===== src/rtl/pipe_stage_reg_pkg.sv =====
// Shared pipeline definitions: per-stage payload widths, control bundle
// and bubble constants used as reset/flush values of the stage registers.
package riscv_pipe_pkg;

    localparam int XLEN = 32;
    localparam int RIDX = 5;

    typedef struct packed {
        logic       reg_write;
        logic       mem_write;
        logic [2:0] mem_op;
        logic       mem_read;
        logic       mem_to_reg;
        logic       alu_a_src;
        logic [1:0] alu_b_src;
        logic [3:0] alu_ctl;
        logic [2:0] branch;
    } ctrl_t;

    localparam int CTRL_W = $bits(ctrl_t);

    // pc + instr; ctrl + pc + rs1 + rs2 + imm + three indices; ...
    localparam int IF_ID_W  = 2 * XLEN;
    localparam int ID_EX_W  = CTRL_W + 4 * XLEN + 3 * RIDX;
    localparam int EX_MEM_W = CTRL_W + 2 * XLEN + RIDX;
    localparam int MEM_WB_W = CTRL_W + 2 * XLEN + RIDX;

    localparam ctrl_t CTRL_NOP = '0;

    localparam logic [IF_ID_W-1:0]  IF_ID_NOP  = '0;
    localparam logic [ID_EX_W-1:0]  ID_EX_NOP  =
        {CTRL_NOP, {(ID_EX_W - CTRL_W){1'b0}}};
    localparam logic [EX_MEM_W-1:0] EX_MEM_NOP =
        {CTRL_NOP, {(EX_MEM_W - CTRL_W){1'b0}}};
    localparam logic [MEM_WB_W-1:0] MEM_WB_NOP =
        {CTRL_NOP, {(MEM_WB_W - CTRL_W){1'b0}}};

endpackage


===== src/rtl/pipe_stage_reg_if.sv =====
// Valid/ready handshake bundle between two pipeline stages.
// slave = the stage register, master = the surrounding stages.
interface pipe_stage_reg_if #(
    parameter int WIDTH = 32
);
    logic             in_valid;
    logic             in_ready;
    logic [WIDTH-1:0] in_data;
    logic             out_valid;
    logic             out_ready;
    logic [WIDTH-1:0] out_data;
    logic [1:0]       occupancy;

    modport slave (
        input  in_valid, in_data, out_ready,
        output in_ready, out_valid, out_data, occupancy
    );

    modport master (
        output in_valid, in_data, out_ready,
        input  in_ready, out_valid, out_data, occupancy
    );
endinterface


===== src/rtl/pipe_stage_reg.sv =====
// Generic valid/ready pipeline register with flush and async reset.
// PIPE_SKID_EN adds a skid slot so in_ready comes straight from a flop.
module pipe_stage_reg
    import riscv_pipe_pkg::*;
#(
    parameter int               WIDTH    = 32,
    parameter logic [WIDTH-1:0] DATA_RST = '0
) (
    input  logic              clk,
    input  logic              reset,
    input  logic              flush,
    pipe_stage_reg_if.slave   bus
);

    if (WIDTH < 1 || WIDTH > 1024) begin : g_bad_width
        $error("pipe_stage_reg: WIDTH out of range");
    end

    logic             m_valid;
    logic             m_valid_d;
    logic [WIDTH-1:0] m_data;
    logic [WIDTH-1:0] m_data_d;
    logic             in_hs;
    logic             out_hs;
    logic             m_free;

    assign out_hs = m_valid && bus.out_ready;
    assign m_free = !m_valid || out_hs;
    assign in_hs  = bus.in_valid && bus.in_ready;

`ifdef PIPE_SKID_EN
    logic             s_valid;
    logic             s_valid_d;
    logic [WIDTH-1:0] s_data;
    logic [WIDTH-1:0] s_data_d;
    logic             rdy_q;

    always_comb begin
        m_valid_d = m_valid;
        m_data_d  = m_data;
        s_valid_d = s_valid;
        s_data_d  = s_data;
        if (flush) begin
            m_valid_d = 1'b0;
            m_data_d  = DATA_RST;
            s_valid_d = 1'b0;
        end else if (m_free) begin
            // rdy_q is low whenever S is full, so in_hs and s_valid exclude
            if (s_valid) begin
                m_valid_d = 1'b1;
                m_data_d  = s_data;
                s_valid_d = 1'b0;
            end else begin
                m_valid_d = in_hs;
                if (in_hs) m_data_d = bus.in_data;
            end
        end else if (in_hs) begin
            s_valid_d = 1'b1;
            s_data_d  = bus.in_data;
        end
    end

    always_ff @(posedge clk or negedge reset) begin
        if (!reset) begin
            s_valid <= 1'b0;
            s_data  <= DATA_RST;
            rdy_q   <= 1'b0;
        end else begin
            s_valid <= s_valid_d;
            s_data  <= s_data_d;
            rdy_q   <= !s_valid_d;
        end
    end

    assign bus.in_ready  = rdy_q;
    assign bus.occupancy = {1'b0, m_valid} + {1'b0, s_valid};
`else
    logic rst_done;

    always_comb begin
        m_valid_d = m_valid;
        m_data_d  = m_data;
        if (flush) begin
            m_valid_d = 1'b0;
            m_data_d  = DATA_RST;
        end else if (m_free) begin
            m_valid_d = in_hs;
            if (in_hs) m_data_d = bus.in_data;
        end
    end

    always_ff @(posedge clk or negedge reset) begin
        if (!reset) rst_done <= 1'b0;
        else        rst_done <= 1'b1;
    end

    assign bus.in_ready  = rst_done && m_free;
    assign bus.occupancy = {1'b0, m_valid};
`endif

    always_ff @(posedge clk or negedge reset) begin
        if (!reset) begin
            m_valid <= 1'b0;
            m_data  <= DATA_RST;
        end else begin
            m_valid <= m_valid_d;
            m_data  <= m_data_d;
        end
    end

    assign bus.out_valid = m_valid;
    assign bus.out_data  = m_data;

endmodule


===== src/flat_wrapper.sv =====
// flat-port wrapper written by rule: the top's interface ports become plain ports
module pipe_stage_reg_flat import riscv_pipe_pkg::*;
#(
    parameter int               WIDTH    = 32,
    parameter logic [WIDTH-1:0] DATA_RST = '0
)
  (clk, reset, flush, bus_in_valid, bus_in_data, bus_out_ready, bus_in_ready, bus_out_valid, bus_out_data, bus_occupancy);
  pipe_stage_reg_if #(.WIDTH(WIDTH)) bus_i ();
  input  logic clk;
  input  logic reset;
  input  logic flush;
  input wire logic [$bits(bus_i.in_valid)-1:0] bus_in_valid;
  input wire logic [$bits(bus_i.in_data)-1:0] bus_in_data;
  input wire logic [$bits(bus_i.out_ready)-1:0] bus_out_ready;
  output wire logic [$bits(bus_i.in_ready)-1:0] bus_in_ready;
  output wire logic [$bits(bus_i.out_valid)-1:0] bus_out_valid;
  output wire logic [$bits(bus_i.out_data)-1:0] bus_out_data;
  output wire logic [$bits(bus_i.occupancy)-1:0] bus_occupancy;
  assign bus_i.in_valid = bus_in_valid;
  assign bus_i.in_data = bus_in_data;
  assign bus_i.out_ready = bus_out_ready;
  assign bus_in_ready = bus_i.in_ready;
  assign bus_out_valid = bus_i.out_valid;
  assign bus_out_data = bus_i.out_data;
  assign bus_occupancy = bus_i.occupancy;
  pipe_stage_reg #(.WIDTH(WIDTH), .DATA_RST(DATA_RST)) u_core (.clk(clk), .reset(reset), .flush(flush), .bus(bus_i));
endmodule

===== config.mk =====
export PLATFORM = sky130hd
export DESIGN_NAME = pipe_stage_reg_flat
export DESIGN_NICKNAME = d
export VERILOG_FILES = /design/src/rtl/pipe_stage_reg_pkg.sv /design/src/rtl/pipe_stage_reg_if.sv /design/src/rtl/pipe_stage_reg.sv /design/src/flat_wrapper.sv
export SDC_FILE = /design/constraint.sdc
export NUM_CORES = 1
export LEC_CHECK = 0
export BUFFER_PORTS_ARGS = -buffer_cell sky130_fd_sc_hd__buf_2
export CAP_MARGIN = 40
export CORE_MARGIN = 8
export CORE_UTILIZATION = 35
export CTS_BUF_LIST = sky130_fd_sc_hd__clkbuf_16
export CTS_CLUSTER_DIAMETER = 80
export CTS_CLUSTER_SIZE = 30
export DETAILED_ROUTE_END_ITERATION = 10
export MAX_ROUTING_LAYER = met4
export PLACE_DENSITY_LB_ADDON = 0.12
export SLEW_MARGIN = 20
export SYNTH_ARGS = -nofsm -noshare
export SYNTH_HDL_FRONTEND = slang
export SYNTH_SLANG_ARGS = --single-unit

===== constraint.sdc =====
create_clock -name clk -period 3.5 [get_ports clk]
set_input_delay 0.175 -clock clk [delete_from_list [all_inputs] [get_ports clk]]
set_output_delay 0.175 -clock clk [all_outputs]
set_load 0.03 [all_outputs]

**Word level (Yosys, flattened, before mapping)**

Index checks and enable logic that the tools add are counted.

- Add/subtract/negate cells: 0
- Multipliers: 0
- Div/mod/pow operators: 0
- $lt $le $gt $ge: 0
- Eq/ne operators: 0
- Shift-type cells: 0
- Muxes and demuxes: 5
- Bitwise logic cells: 0
- Reductions and logical operators: 8

Operators with widths:

| cell | count |
|---|---|
| 32-bit two-way mux | 3 |
| 2-bit nonzero test | 2 |
| 1-bit logical AND | 3 |
| 1-bit two-way mux | 2 |
| 2-bit AND reduction | 1 |
| 1-bit zero test | 1 |
| 1-bit logical OR | 1 |

- Flip-flop bits (word level): 34
- Latch bits: 0
- Bits in writable memories: 0
- ROM bits: 0
- Memories: 0

**Longest topological paths before layout**

- Word-level depth: 7
- Gate-level depth with buffers: 5

**Worst setup path before layout**

OpenSTA, ideal clock, no wires.

- Path type: flip-flop to flip-flop
- Start: register u_core.m_valid (netlist: u_core.bus.out_valid)
- End: register u_core.m_data[0] (netlist: u_core.bus.out_data[0])
- Arrival time: 1.270 ns
- Data required time: 3.379 ns
- Path slack: 2.109 ns
- Stages on the path, launching flop included: 6
- Path buffers: 2
- Clock period less this slack: 1.391 ns
- Cell sequence: dfrtp_1 > nand2b_4 > and4b_1 > buf_6 > buf_6 > a22o_1

- Longest elaborated chain between the ends: 6
- Elaborated cells between the ends (all ways): 8
- Those cells by class: reduce/logical: 8

RTL lines:

| element | line | source |
|---|---|---|
| start, declared | pipe_stage_reg.sv:19 | `logic m_valid;` |
| start signal, assigned | pipe_stage_reg.sv:106 | `m_valid <= m_valid_d;` |
| 1-bit zero test / 1-bit logical AND (equally long branches) | pipe_stage_reg.sv:28, pipe_stage_reg.sv:27 |  |
| 1-bit logical OR * | pipe_stage_reg.sv:28 | `assign m_free = !m_valid \|\| out_hs;` |
| 1-bit logical AND | pipe_stage_reg.sv:97 | `assign bus.in_ready = rst_done && m_free;` |
| 1-bit logical AND | pipe_stage_reg.sv:29 | `assign in_hs = bus.in_valid && bus.in_ready;` |
| 2-bit nonzero test (no source line) | -- |  |
| 2-bit AND reduction (no source line) * | -- |  |
| end signal, assigned | pipe_stage_reg.sv:107 | `m_data <= m_data_d;` |
| end, declared | pipe_stage_reg.sv:21 | `logic [WIDTH-1:0] m_data;` |

Every way passes the cells marked *; elsewhere a longest branch is shown, timed or not.
A chain may end at the register's enable or synchronous reset.

**Final worst setup path**

- Start: register u_core.m_valid (netlist: u_core.bus.out_valid)
- End: register u_core.m_data[4] (netlist: u_core.bus.out_data[4])

The elaborated chain is that of the path after synthesis.

==> impl_metrics.ini <==
[run_status]
run_status = completed

[floorplanning]
coreArea_um2 = 3580
floorplan_die_width_um = 76.3
die_footprint_um2 = 5830
floorplan.io_pins = 73
die_h_um = 76.3
effective_utilization_at_floorplan = 0.356
std_cell_rows = 22

[global_routing]
first_global_vias = 1140
grt_first_pass_wirelength_um = 5410
final_global_route_overflow_total = 0
initial_antenna_violation_count = 0
grt_start_max_net_pins = 35
track_usage = 0.119

[cells_and_area]
multi_input_area_um2 = 348
area.sequential_um2 = 851
flow.area_growth_from_synthesis_pct = 40.6
layoutNonFillerInstCount = 204
fin_nets = 192
utilization = 0.500
most_common_cell_after_layout_fill_and_taps_aside = buf_2
fillerInstances = 328
mostFrequentLayoutCells = buf_2 (71), dfrtp_1 (34), a22o_1 (32)
antennaDiodeCount = 0
stdcell_area_um2 = 1790
drive_above_1_share = 0.513

[sta]
totalNegativeSetupSlack_ns = 0
min_period_ns = 1.61
worst_slew_margin_rel = 0.511
finalSetupViolCount = 0
timing_worst_slew_pin_value_ns = 0.734
maxSlewViolCount = 0
rsz0062_at_grt = false
fmax_mhz = 621
timing_hold_violations_final = 0
finalHoldWorstSlack_ns = 0.118
clock_skew_ns = 0.00292
fin_crit_sh = 0.460

[cts]
clock_tree.buffer_depth = 2
cts_made_buffers = 5
buffer_count_from_post_cts_setup_fixing = 0
cts_root_buffer = clkbuf_16
numClockSinks = 34
clock_pin_slew_of_the_registers_on_the_worst_case_setup_and_hold_paths_ns = 0.05
number_of_h_tree_branching_levels = 2
clock_insertion_delay_worst_skew_ns = 0.27
cts_tree = yes

[logic_synthesis]
post_synth.cell_area_avg_um2 = 15.3
synth.ff_latch_count = 34
yosys_warn_count = 0
syn-cell-area_um2 = 1270
seq_area_frac_synth = 0.668
syn-instance-count = 83
synth_nets = 120
post_synth_num_cell_types = 12

[setup_path]
cpMaxStageDelayCell = and4b_1
critPathArrivalTime_ns = 1.81
start_kind = flip-flop
worst-endpoint-required_ns = 3.70
worst-setup-path-type = flip-flop to flip-flop
critical_path.endpoint_type = flip-flop
cp_cell_instances = nand2b_4, and4b_1, buf_8, a22o_1
path_max_fanout = 17
worst_path_largest_cell_delay_ns = 0.62

[route]
antenna_left = 0
avgViaCountPerCell = 4.78
routedWlPerCell_um = 15.9
finalWirelength_um = 3240
drc_errors = 0
drt_iter0_markers = 61
count_of_vias_placed_by_the_detailed_router = 975
drt_pre_antenna_iters = 4

[power_and_ir_drop]
swShare = 0.249
clock_power_share = 0.421
power.density_cell_area_nw_per_um2 = 531
internal_power_mw = 0.714
leakage_nw = 1.01
power.share.combinational = 0.134
irDropWorstVdd_uv = 254
p_switching_mw = 0.236
sequentialPowerShare = 0.445

[placed_design]
port_buf_inserts = 71
dp_hpwl_um = 2390
post-place-cells = 194
routabilityCongestion = 0.630
place_area_um2 = 1630

[min_path]
worst_hold_path_type = primary input to flip-flop

[flow_run]
timing.max_cap.violations = 0
[flip-flops by register name, summed over array words and instances, names as in the netlist]
name and count:
u_core.bus.out_data 32, u_core.bus.out_valid 1, u_core.rst_done 1
[worst max-delay path: cells and delay by family, from the launching register on]
kind,cells,cell delay (ns)
and+or+nand+nor,2,0.73
DFF,1,0.41
buffers and inverters,1,0.24
AOI/OAI and AO/OA,1,0.15
[final cells by class]
class,count,share of cell area
Clock buffer,5,0.0699
Clock inverter,3,0.00629
Multi-Input combinational cell,40,0.194
Sequential cell,34,0.475
Tap cell,48,0.0335
Timing Repair Buffer,74,0.221
[synth_stat cells]
master    instances  area [um^2]
nand2_1           1         3.75
nand2b_4          1         13.8
a21oi_1           1         5.00
buf_6             4         45.0
a31oi_4           1         21.3
buf_2             3         15.0
a22o_1           32          280
buf_4             2         15.0
and2_1            1         6.26
conb_1            2         7.51
and4b_1           1         10.0
dfrtp_1          34          851
[what timing repair did]
item	in CTS	in global routing
gates resized for setup	0	0
hold buffers	1	0
endpoints found under the setup margin	0	0
endpoints found under the hold margin	26	0
[power groups by stage]
stage | logic, mW | registers [mW] | clock network, mW
after global placement | 0.123 | 0.429 | 0
after floorplan | 0.0387 | 0.465 | 0
after global routing | 0.137 | 0.425 | 0.429
after detailed placement | 0.127 | 0.430 | 0
final | 0.128 | 0.423 | 0.400
after CTS | 0.128 | 0.423 | 0.408
[layer usage]
layer,global-route usage,part of all wire,up-vias
met5,-,0,-
met4,0.0404,0.010,0
met3,0.0601,0.066,5
met2,0.189,0.50,41
met1,0.126,0.42,477
li1,-,-,452
[path summary, 6_finish.rpt]
kind / endpoint / slack (ns) / cells past startpoint / from
setup / recovery: u_core.bus.out_data[4]$_DFFE_PN0P_ / 1.89 / 4 / u_core.bus.out_valid$_DFFE_PN0P_
max in group asynchronous: u_core.bus.out_data[24]$_DFFE_PN0P_ / 2.53 / 2 / reset
hold / removal: u_core.bus.out_data[7]$_DFFE_PN0P_ / 0.12 / 2 / bus_in_data[7]
hold reg to reg: u_core.bus.out_data[10]$_DFFE_PN0P_ / 0.49 / 1 / u_core.bus.out_data[10]$_DFFE_PN0P_
min in group asynchronous: u_core.bus.out_data[19]$_DFFE_PN0P_ / 0.50 / 2 / reset
setup reg to reg: u_core.bus.out_data[4]$_DFFE_PN0P_ / 1.89 / 4 / u_core.bus.out_valid$_DFFE_PN0P_
[per-stage QoR]
step / setup WS, ns / power, mW
2_1_floorplan: 2.11 / 0.504
3_3_place_gp: 1.72 / 0.552
3_5_place_dp: 1.86 / 0.557
4_1_cts: 1.85 / 0.959
5_1_grt: 1.76 / 0.991
6_report: 1.89 / 0.950
[logic make-up after synthesis]
logic type / Yosys count / synth area share
AO/OA/AOI/OAI: 34 / 0.241
buffers and inverters: 9 / 0.0589
flip-flops: 34 / 0.668
other: 2 / 0.00590
AND/OR/NAND/NOR: 4 / 0.0265
Note: power is estimated with default switching activity, not from simulation.
